[src/rtl/booth_multiplier_seq_pkg.sv]
// Shared arithmetic definitions for the sequential Booth multiplier:
// default operand width, FSM state encoding and Booth pair decoding.
package booth_multiplier_seq_pkg;

    // Default operand width in bits.
    localparam int unsigned DefaultWidth = 32;

    // FSM state encoding; values are fixed so other blocks can decode them.
    typedef enum logic [1:0] {
        StIdle = 2'd0,
        StBusy = 2'd1,
        StDone = 2'd2
    } booth_state_e;

    // Action selected by one radix-2 Booth pair {Q[0], Q(-1)}.
    typedef enum logic [1:0] {
        OpNone = 2'd0,
        OpAdd  = 2'd1,
        OpSub  = 2'd2
    } booth_op_e;

    // 01 closes a run of ones (add), 10 opens one (subtract), 00/11 sit inside a run.
    function automatic booth_op_e booth_decode(input logic [1:0] pair);
        booth_op_e op;
        unique case (pair)
            2'b01:   op = OpAdd;
            2'b10:   op = OpSub;
            default: op = OpNone;
        endcase
        return op;
    endfunction

endpackage

[src/rtl/booth_multiplier_seq_booth_step.sv]
// One combinational radix-2 Booth step: conditional add/subtract of the
// multiplicand into the accumulator, then an arithmetic right shift of {A,Q,Q(-1)}.
module booth_step
    import booth_multiplier_seq_pkg::*;
#(
    parameter int unsigned STEP_WIDTH = DefaultWidth + 1
) (
    input  logic [STEP_WIDTH-1:0] a,
    input  logic [STEP_WIDTH-1:0] q,
    input  logic                  q_m1,
    input  logic [STEP_WIDTH-1:0] m,
    output logic [STEP_WIDTH-1:0] a_next,
    output logic [STEP_WIDTH-1:0] q_next,
    output logic                  q_m1_next
);

    logic [STEP_WIDTH-1:0] sum;

    // Add, subtract or pass the accumulator according to the scanned pair.
    always_comb begin
        sum = a;
        unique case (booth_decode({q[0], q_m1}))
            OpAdd:   sum = a + m;
            OpSub:   sum = a - m;
            default: sum = a;
        endcase
    end

    // Arithmetic right shift of the concatenation {sum, q, q_m1} by one bit.
    always_comb begin
        a_next    = {sum[STEP_WIDTH-1], sum[STEP_WIDTH-1:1]};
        q_next    = {sum[0], q[STEP_WIDTH-1:1]};
        q_m1_next = q[0];
    end

endmodule

[src/rtl/booth_multiplier_seq.sv]
// Sequential radix-2 Booth multiplier. Operands are extended by one bit so the
// same datapath handles signed and unsigned products; one Booth step runs per
// BUSY cycle and WIDTH+1 steps produce the full product in {A,Q}.
module booth_multiplier_seq
    import booth_multiplier_seq_pkg::*;
#(
    parameter int unsigned WIDTH = DefaultWidth
) (
    input  logic               clk,
    input  logic               rst_n,
    input  logic               in_valid,
    output logic               in_ready,
    input  logic               in_signed,
    input  logic [WIDTH-1:0]   in_1,
    input  logic [WIDTH-1:0]   in_2,
    input  logic               flush,
    output logic               out_valid,
    input  logic               out_ready,
    output logic [2*WIDTH-1:0] out
);

    localparam int unsigned ExtWidth = WIDTH + 1;
    localparam int unsigned CntWidth = $clog2(WIDTH + 2);
    // Counter value during the final Booth step (steps are numbered from 0).
    localparam logic [CntWidth-1:0] LastStep = CntWidth'(WIDTH);

    booth_state_e         state_q;
    logic [CntWidth-1:0]  cnt_q;
    logic [ExtWidth-1:0]  a_q;
    logic [ExtWidth-1:0]  q_q;
    logic [ExtWidth-1:0]  m_q;
    logic                 q_m1_q;
    logic                 in_ready_q;
    logic                 out_valid_q;
    logic [2*WIDTH-1:0]   out_q;

    logic [ExtWidth-1:0]  in_1_ext;
    logic [ExtWidth-1:0]  in_2_ext;
    logic [ExtWidth-1:0]  a_next;
    logic [ExtWidth-1:0]  q_next;
    logic                 q_m1_next;
    logic [2*WIDTH-1:0]   prod_low;

    // Sign- or zero-extend operands by one bit according to the requested mode.
    always_comb begin
        in_1_ext = {in_signed & in_1[WIDTH-1], in_1};
        in_2_ext = {in_signed & in_2[WIDTH-1], in_2};
    end

    booth_step #(
        .STEP_WIDTH (ExtWidth)
    ) u_booth_step (
        .a         (a_q),
        .q         (q_q),
        .q_m1      (q_m1_q),
        .m         (m_q),
        .a_next    (a_next),
        .q_next    (q_next),
        .q_m1_next (q_m1_next)
    );

    // Low 2*WIDTH bits of {A,Q} after the step; the two top bits are pure extension.
    always_comb begin
        prod_low = {a_next[WIDTH-2:0], q_next};
    end

    // FSM, datapath registers and registered handshake/product outputs.
    always_ff @(posedge clk or negedge rst_n) begin
        if (!rst_n) begin
            state_q     <= StIdle;
            cnt_q       <= '0;
            a_q         <= '0;
            q_q         <= '0;
            m_q         <= '0;
            q_m1_q      <= 1'b0;
            in_ready_q  <= 1'b1;
            out_valid_q <= 1'b0;
            out_q       <= '0;
        end else if (flush) begin
            // Abort wins over accept and over the output handshake.
            state_q     <= StIdle;
            cnt_q       <= '0;
            in_ready_q  <= 1'b1;
            out_valid_q <= 1'b0;
        end else begin
            case (state_q)
                StIdle: begin
                    if (in_valid) begin
                        state_q    <= StBusy;
                        cnt_q      <= '0;
                        a_q        <= '0;
                        q_q        <= in_1_ext;
                        m_q        <= in_2_ext;
                        q_m1_q     <= 1'b0;
                        in_ready_q <= 1'b0;
                    end
                end
                StBusy: begin
                    a_q    <= a_next;
                    q_q    <= q_next;
                    q_m1_q <= q_m1_next;
                    cnt_q  <= cnt_q + 1'b1;
                    if (cnt_q == LastStep) begin
                        state_q     <= StDone;
                        out_valid_q <= 1'b1;
                        out_q       <= prod_low;
                    end
                end
                StDone: begin
                    if (out_ready) begin
                        state_q     <= StIdle;
                        out_valid_q <= 1'b0;
                        in_ready_q  <= 1'b1;
                    end
                end
                default: begin
                    state_q     <= StIdle;
                    in_ready_q  <= 1'b1;
                    out_valid_q <= 1'b0;
                end
            endcase
        end
    end

    assign in_ready  = in_ready_q;
    assign out_valid = out_valid_q;
    assign out       = out_q;

endmodule

[config.mk]
export PLATFORM = sky130hd
export DESIGN_NAME = booth_multiplier_seq
export DESIGN_NICKNAME = d
export VERILOG_FILES = /design/src/rtl/booth_multiplier_seq_pkg.sv /design/src/rtl/booth_multiplier_seq_booth_step.sv /design/src/rtl/booth_multiplier_seq.sv
export SDC_FILE = /design/constraint.sdc
export NUM_CORES = 1
export LEC_CHECK = 0
export ABC_AREA = 1
export CAP_MARGIN = 20
export CORE_MARGIN = 2
export CORE_UTILIZATION = 30
export CTS_CLUSTER_DIAMETER = 30
export DETAILED_ROUTE_END_ITERATION = 10
export PLACE_DENSITY = 0.58
export SYNTH_ARGS = -nofsm -noshare
export SYNTH_HDL_FRONTEND = slang
export SYNTH_SLANG_ARGS = --single-unit
export TNS_END_PERCENT = 1
[constraint.sdc]
create_clock -name clk -period 7.9 [get_ports clk]
set_input_delay 1.58 -clock clk [delete_from_list [all_inputs] [get_ports clk]]
set_output_delay 1.58 -clock clk [all_outputs]
set_load 0.01 [all_outputs]
==> results.py, run 1 <==
metrics = {
    "status": {
        "status": "finished clean",
    },
    "timing": {
        "hold_viol": 0,
        "setup_viol": 0,
        "fin_ws_ps": 4051,
        "worst_pin_slew_ps": 911.1,
        "slew_violations": 0,
        "period_minus_slack_ps": 3849,
        "tns_ps": 0,
        "skew_ps": 20.64,
        "max_freq_mhz": 259.8,
        "maxSlewHeadroom_pct": 39.26,
        "grt_setup_unrepaired": "false",
        "finalCritPeriodShare_pct": 48.72,
    },
    "worst_setup_path": {
        "max_stage_delay_ps": 410,
        "worstSetupStartpointType": "flop",
        "critPathArrivalTime_ps": 4170,
        "cp.required_ps": 8220,
        "worstPathMaxFanout": 5,
        "cp-end-kind": "flop",
        "crit_slowest_cell": "dfrtp_1",
        "path_cells": "inv_1 > ha_1 > nand3_1 > nor2_1 > nand2_1 > nor2_1 > nand2_1 > nand2_1 > nand2_1 > xnor2_1 > ha_1 > a21oi_1 > nand2_1 > nand2_1 > nand2_1 > a21oi_1 > nand2_1 > nand2_1 > nand3_1 > nand3_1 > nand2_1",
        "crit_type": "flop to flop",
        "cp_common_cell": "nand2_1",
    },
    "finish": {
        "drive_gt1_share_pct": 4.216,
        "n_antenna_cell": 0,
        "final_cell_count_no_fill": 2068,
        "syn2layout_area_growth_pct": 23.01,
        "final_common_cell": "nand2_1",
        "nets": 1707,
        "mostFrequentLayoutCells": "516 x nand2_1, 231 x inv_1, 172 x dfrtp_1",
        "utilization_pct": 37.45,
        "nFillCells": 3649,
    },
    "power_and_ir_drop": {
        "clkPwrFrac_pct": 23.7,
        "p_sw_share_pct": 44.02,
        "leakagePower_nw": 6.751,
        "p_switching_mw": 1.719,
        "combPwrFrac_pct": 47.2,
        "irDropWorstVdd_mv": 0.1569,
        "power_density_nw_per_um2": 301.9,
        "seq_power_share_pct": 29.1,
        "p_int_mw": 2.187,
    },
    "die": {
        "die_area_um2": 36570,
        "die_y_um": 191.2,
        "num_rows": 68,
        "start_util_pct": 30.45,
        "ios": 136,
        "die_width_um": 191.2,
        "core_area_um2": 34540,
    },
    "logic_synthesis": {
        "syn-num-nets": 1593,
        "syn-cell-area_um2": 10520,
        "seq_area_frac_synth_pct": 41.17,
        "yosysWarnings": 0,
        "synth_top_area_share_pct": 40.92,
        "syn_avg_cell_area_um2": 7.078,
        "ys_seq_elements": 173,
        "async_flop_share_pct": 100.0,
        "synth_flop_cell": "dfrtp_1",
        "synth_edf_count": 0,
        "yosysUniqueCellTypes": 37,
        "yosys.area.top_type": "dfrtp_1",
        "synth.area.top_cells": "dfrtp_1 41%, nand2_1 18%, inv_1 8.2%",
        "synthCells": 1486,
    },
    "global_route": {
        "grt_util_met2_pct": 26.78,
        "grt_use_total_pct": 16.67,
        "antenna_found_initial": 0,
        "grt_pass1_wl_um": 47690,
        "grt_util_met1_pct": 23.32,
        "use_met3_pct": 2.735,
        "first_global_vias": 9029,
        "gr-max-usage-layer": "met2",
        "overflow": 0,
        "grt_max_degree": 93,
    },
    "detailed_routing": {
        "drc": 0,
        "via_per_inst": 4.612,
        "ant_nets": 0,
        "dr.pass1.iters": 5,
        "wl_per_cell_um": 14.43,
        "via_count": 9538,
        "drt_first_iter_violations": 627,
        "finalWirelength_um": 29830,
    },
    "clock_tree": {
        "numCtsBuffers": 17,
        "clk_pin_slew_ps": 70,
        "clock_latency_ps": 450,
        "clock-sinks": 173,
        "post-cts-setup-buffers": 0,
        "htree_levels": 4,
        "cts_root_buffer": "clkbuf_16",
        "cts_tree": "built",
        "cts_hold_buf": 0,
        "cts_resized": 0,
        "clockBufferDepth": 2,
    },
    "flow_run": {
        "drv_cap": 0,
    },
    "placement": {
        "hpwl_um": 22580,
        "dpl.cell_count": 2036,
        "port_buffers": 135,
        "place_congestion": 0.9038,
        "dp_slack_ps": 3802,
    },
    "worst_hold_path": {
        "hold_class": "flop to flop",
    },
}
==> cell type report <==
class	instances	area [µm²]	area share (%)
multi-input combinational	1028	5091	39.35
sequential	173	4330	33.47
timing repair buffer	143	1413	10.92
inverter	237	892.1	6.896
tap	455	569.3	4.400
clock buffer	18	439.2	3.395
clock inverter	14	202.7	1.567
==> logic make-up (layout without fill, tap and decap cells) <==
kind of cell	Yosys count	count (layout)	share of synthesized area [%]
AO/OA/AOI/OAI	207	207	10.98
flip-flops	173	173	41.17
adder cells (fa/ha/maj)	37	37	4.473
AND/OR/NAND/NOR	734	734	28.66
buffers and inverters	285	412	10.49
multiplexers	5	5	0.4759
XOR/XNOR	45	45	3.747
==> routing by layer <==
metal	wire length, µm	part of all wire (%)
met4	387	1.3
met3	1354	4.5
met2	13870	46
met5	0	0
met1	14220	48
==> Yosys cell counts, types with 2 or more instances <==
cell type / number
a21oi_1: 28
buf_1: 6
buf_2: 19
clkbuf_1: 22
clkinv_1: 2
dfrtp_1: 172
ha_1: 36
inv_1: 231
inv_2: 3
mux2i_1: 5
nand2_1: 516
nand3_1: 96
nand4_1: 7
nor2_1: 78
nor2_8: 3
nor3_1: 13
o211ai_1: 32
o21a_1: 2
o21ai_0: 89
o21ai_1: 41
o21bai_1: 5
o22ai_1: 4
o31ai_1: 3
or2_2: 17
xnor2_1: 11
xor2_1: 34
==> stage by stage <==
stage	total power [mW]	hold slack [ps]	cell area, µm²
2_1_floorplan	2.451	469.5	10520
4_1_cts	3.913	481.8	12940
3_5_place_dp	2.972	469.1	12300
5_1_grt	4.235	502.0	12940
6_report	3.906	478.6	12940
3_3_place_gp	2.958	462.1	12300
==> path summary, 6_finish.rpt <==
path / endpoint / depth (start not counted) / slack, ps / startpoint
worst min-delay path: in_ready / 2 / 480 / in_ready
worst max-delay path: out[63] / 21 / 4050 / m_q[0]
worst max register to register: out[63] / 21 / 4050 / m_q[0]
max in group asynchronous: out[36] / 2 / 5560 / rst_n
worst min register to register: in_ready / 2 / 480 / in_ready
min in group asynchronous: out[23] / 1 / 1070 / rst_n
==> power groups by stage <==
stage               clock network, mW  registers (mW)  logic, mW
floorplan                           0            1.13       1.32
global placement                    0            1.15       1.81
detailed placement                  0            1.15       1.82
CTS                             0.947            1.14       1.83
global route                    0.979            1.16       2.10
finish                          0.926            1.14       1.84
==> state kept, by name, summed over array words and instances, names as in the netlist <==
signal     count
q_m1_q         1
state_q        2
out_valid      1
cnt_q          6
in_ready       1
m_q           33
out           64
q_q           33
a_q           32
==> worst max-delay path: cells and delay by family, from the launching register on <==
kind                       cells  cell delay, ps
and+or+nand+nor               15            1760
AOI/OAI and AO/OA              2             660
adders and majority gates      2             530
DFF                            1             410
xor gates and xnor gates       1             310
buffers and inverters          1              80
Power figures use the tool's default switching activity.
==> run 2, diff against run 1 <==
PLACE_DENSITY = 0.59   (was 0.58)
clock period = 3.4 ns   (was 7.9 ns; I/O delays follow)
==> results.py, run 2 (synthesis results as in run 1) <==
metrics = {
    "detailed_routing": {
        "wl_per_cell_um": 14.86,
        "drc": 0,
        "dr.pass1.iters": 5,
        "drt_first_iter_violations": 589,
        "via_count": 9637,
        "via_per_inst": 4.633,
        "finalWirelength_um": 30920,
        "ant_nets": 0,
    },
    "worst_setup_path": {
        "worstPathMaxFanout": 4,
        "cp.required_ps": 3720,
        "crit_type": "flop to flop",
        "critPathArrivalTime_ps": 3430,
        "cp-startpoint": "m_q[0]",
        "cp-end-kind": "flop",
        "reg2reg_from": "m_q[0]",
        "worstSetupStartpointType": "flop",
    },
    "timing": {
        "skew_ps": 15.42,
        "holdWs_ps": 203.0,
        "slew_violations": 0,
        "finalCritPeriodShare_pct": 91.39,
        "setup_viol": 0,
        "maxSlewHeadroom_pct": 59.58,
        "worst_pin_slew_ps": 604.5,
        "hold_viol": 0,
        "grt_setup_unrepaired": "true",
        "period_minus_slack_ps": 3107,
        "max_freq_mhz": 321.8,
    },
    "die": {
        "die_y_um": 191.2,
        "num_rows": 68,
        "core_area_um2": 34540,
        "ios": 136,
        "die_area_um2": 36570,
        "die_width_um": 191.2,
        "start_util_pct": 30.45,
    },
    "global_route": {
        "grt_max_degree": 93,
        "grt_use_total_pct": 17.45,
        "overflow": 0,
        "grt_pass1_wl_um": 50030,
        "antenna_found_initial": 0,
        "first_global_vias": 9451,
    },
    "placement": {
        "port_buffers": 135,
        "place_congestion": 0.9119,
        "hpwl_um": 23370,
        "dpl.cell_count": 2047,
    },
    "power_and_ir_drop": {
        "irDropWorstVdd_mv": 0.3312,
        "leakagePower_nw": 6.786,
        "power_density_nw_per_um2": 686.9,
    },
    "finish": {
        "final_cell_count_no_fill": 2080,
        "drive_gt1_share_pct": 7.631,
        "mostFrequentLayoutCells": "504 x nand2_1, 229 x inv_1, 172 x dfrtp_1",
        "nets": 1719,
        "syn2layout_area_growth_pct": 25.30,
        "largest_reg_flops": 64,
        "final_common_cell": "nand2_1",
        "n_antenna_cell": 0,
    },
    "clock_tree": {
        "htree_levels": 4,
        "clk_pin_slew_ps": 70,
        "cts_hold_buf": 0,
        "clock_latency_ps": 450,
        "clock-sinks": 173,
        "cts_root_buffer": "clkbuf_16",
        "numCtsBuffers": 17,
        "cts_tree": "built",
        "clockBufferDepth": 2,
    },
    "flow_run": {
        "drv_cap": 0,
    },
    "status": {
        "status": "finished clean",
    },
    "worst_hold_path": {
        "hold_class": "input pin to async pin",
    },
}
## run 2: changes by cell type in the layout (fill, tap and decap cells not counted), sizes merged
cell and delta:
buf +12, inv -1, clkbuf +2, clkinv -2
bufinv -3, clkinvlp +4
## run 2: worst paths after layout
kind / to / slack [ps] / cells after the start
max: a_q[18] / 290 / 20
min: out[22] / 200 / 1
max reg2reg: a_q[18] / 290 / 20
min reg2reg: out[50] / 480 / 2
max in group asynchronous: out[61] / 2280 / 2
min in group clk: out[50] / 480 / 2
## run 2: through the flow
step	instance area [µm²]	total power, mW	setup WS (ps)	util, %	setup TNS, ps
CTS	12980	8.871	35.32	37.58	0
floorplan	10520	5.694	649.0	-	0
global route	13180	9.834	-15.15	38.15	-25.24
global placement	12430	6.946	-23.35	35.98	-36.09
finish	13180	9.053	292.6	38.15	0
detailed placement	12430	6.972	-28.91	35.98	-70.45
## run 2: area by class of cell
type	count	area (µm²)
clock inverters	12	108.9
repair buffers	155	1553
well taps	455	569.3
flip-flops and latches	173	4330
clock buffers	20	436.7
inverters	237	895.9
fillers	3683	21360
multi-input cells	1028	5285
## run 2: worst max-delay path, stage by stage, from the launching register on
cell and delay, ps:
dfrtp_1 410, inv_1 90, ha_1 170, nand3_1 110
buf_4 160, o31ai_1 230, xor2_1 170, inv_1 110
ha_1 340, nand2_1 150, inv_1 70, nand2_1 60
nand2_1 50, nand2_1 50, nand3_1 190, nand2_1 150
nand2_1 60, nand2_1 50, nand3_1 170, nand3_1 130
o21ai_0 80
## run 2: report_power, final
part	internal, mW	switching (mW)
Clock	0.957	0.898
Combinational	1.62	2.92
Sequential	2.40	0.261
## run 2: layer usage
layer	GRT usage, %	wire, µm	vias up	part of all wire (%)
met4	5.858	570	0	1.8
li1	-	-	4899	-
met1	23.86	14900	4513	48
met3	2.754	1040	34	3.4
met5	0	0	-	0
met2	28.02	14400	191	47
## run 2: repair_timing
item / 4_1_cts / 5_1_grt
setup buffers: 0 / 1
setup endpoints to repair: 5 / 41
resized for setup: 3 / 53
pin swaps: 0 / 4
==> run 3, diff against run 2 <==
CTS_CLUSTER_SIZE = 20   (was unset)
PLACE_DENSITY = 0.49   (was 0.59)
==> results.py, run 3 (synthesis results as in run 1) <==
metrics = {
    "worst_setup_path": {
        "cp-startpoint": "m_q[0]",
        "rrSetupSlack_ps": 220,
        "worstSetupStartpointType": "flop",
        "cp-end-kind": "flop",
        "path_cells": "inv_1 > ha_1 > nand3_2 > nor2_2 > nand2_2 > nor2_4 > a31oi_1 > xor2_1 > ha_1 > nand2_1 > inv_1 > a21oi_1 > nand2_1 > a21oi_1 > nand2_1 > nand2_1 > nand3_1 > nand3_1 > nand2_1",
        "cp.required_ps": 3730,
        "crit_type": "flop to flop",
        "r2r-end": "out[62]",
        "crit_slowest_cell": "dfrtp_1",
        "reg2reg_from": "m_q[0]",
        "max_stage_delay_ps": 410,
        "rr_worst_depth": 19,
        "cp_common_cell": "nand2_1",
        "critPathArrivalTime_ps": 3510,
        "worstPathMaxFanout": 5,
    },
    "die": {
        "ios": 136,
        "num_rows": 68,
        "die_y_um": 191.2,
        "die_area_um2": 36570,
        "die_width_um": 191.2,
        "start_util_pct": 30.45,
        "core_area_um2": 34540,
    },
    "finish": {
        "final_common_cell": "nand2_1",
        "n_antenna_cell": 0,
        "nets": 1727,
        "drive_gt1_share_pct": 7.471,
        "mostFrequentLayoutCells": "510 x nand2_1, 231 x inv_1, 172 x dfrtp_1",
        "largest_reg_flops": 64,
        "final_cell_count_no_fill": 2088,
        "syn2layout_area_growth_pct": 26.03,
        "nFillCells": 3752,
    },
    "timing": {
        "period_minus_slack_ps": 3183,
        "grt_setup_unrepaired": "true",
        "max_freq_mhz": 314.2,
        "setup_viol": 0,
        "tns_ps": 0,
        "maxSlewHeadroom_pct": 57.91,
        "worst_pin_slew_ps": 624.8,
        "slew_violations": 0,
        "skew_ps": 20.21,
        "finalCritPeriodShare_pct": 93.61,
        "hold_viol": 0,
    },
    "placement": {
        "port_buffers": 135,
        "dpl.cell_count": 2054,
        "place_congestion": 0.8822,
        "hpwl_um": 24330,
    },
    "detailed_routing": {
        "drt_first_iter_violations": 524,
        "drc": 0,
        "via_per_inst": 4.519,
        "ant_nets": 0,
        "dr.pass1.iters": 6,
        "finalWirelength_um": 31550,
        "wl_per_cell_um": 15.11,
        "via_count": 9436,
    },
    "flow_run": {
        "drv_cap": 0,
    },
    "clock_tree": {
        "cts_tree": "built",
        "clock-sinks": 173,
        "numCtsBuffers": 17,
        "cts_root_buffer": "clkbuf_16",
        "clk_pin_slew_ps": 70,
        "cts_hold_buf": 0,
        "clock_latency_ps": 450,
        "htree_levels": 4,
        "clockBufferDepth": 2,
    },
    "status": {
        "status": "finished clean",
    },
    "worst_hold_path": {
        "hold_class": "input pin to async pin",
    },
    "power_and_ir_drop": {
        "finalPower_mw": 9.126,
        "leakagePower_nw": 6.849,
        "power_density_nw_per_um2": 688.4,
        "irDropWorstVdd_mv": 0.3854,
    },
    "global_route": {
        "first_global_vias": 9410,
        "overflow": 0,
        "grt_max_degree": 68,
        "grt_use_total_pct": 18.12,
        "grt_pass1_wl_um": 51090,
        "antenna_found_initial": 0,
    },
}
==> run 3: cell count changes in the layout (fill, tap and decap cells not counted), moves of 3 or more <==
cell,delta
buf_4,+6
nand2_1,+6
nand2_2,-6
nor2_4,-3
==> run 3: how the worst max path moves through the flow <==
stage | endpoint | slack, ps | depth (start not counted)
6_report | out[62] | 220 | 19
5_1_grt | a_q[27] | -40 | 23
4_1_cts | a_q[27] | 2 | 20
3_5_place_dp | a_q[23] | -2 | 22
3_3_place_gp | out[60] | 10 | 20
2_1_floorplan | a_q[31] | 650 | 22
==> run 3: final cells by class <==
cell class,instances,area (µm²),area share [%]
clock buffer,20,446.7,3.370
timing repair buffer,163,1638,12.36
sequential,173,4330,32.67
tap,455,569.3,4.295
inverter,237,895.9,6.759
multi-input combinational,1028,5249,39.60
clock inverter,12,126.4,0.9534
==> run 3: stage by stage <==
stage / hold WS [ps] / util, % / setup slack, ps / instance area, µm²
2_1_floorplan: 384.4 / - / 649.0 / 10520
3_3_place_gp: 461.5 / 36.20 / 14.67 / 12510
3_5_place_dp: 457.0 / 36.20 / -2.128 / 12510
4_1_cts: 184.8 / 37.87 / 1.573 / 13080
5_1_grt: 197.8 / 38.37 / -44.93 / 13260
6_report: 180.1 / 38.37 / 217.4 / 13260
==> run 3: power by group <==
part | internal, mW | switching [mW]
Clock | 1.05 | 0.914
Sequential | 2.40 | 0.263
Combinational | 1.62 | 2.88
==> run 3: worst max-delay path, delay by kind of cell (launching register included) <==
family / cells / cell delay [ps]
compound gates: 3 / 450
xor+xnor: 1 / 320
fa+ha+maj: 2 / 540
buf+inv: 2 / 150
flops: 1 / 410
simple gates: 11 / 1190
==> run 3: timing repair <==
| action | in CTS | in global routing |
|---|---|---|
| setup buffers | 0 | 2 |
| pin swaps | 0 | 3 |
| resized for setup | 1 | 40 |
| endpoints found under the setup margin | 8 | 41 |
==> run 3: layer usage <==
| metal | track usage, % | routed length (µm) |
|---|---|---|
| met5 | 0 | 0 |
| met4 | 3.994 | 306 |
| met3 | 3.617 | 1150 |
| met2 | 28.24 | 14160 |
| met1 | 25.84 | 15930 |
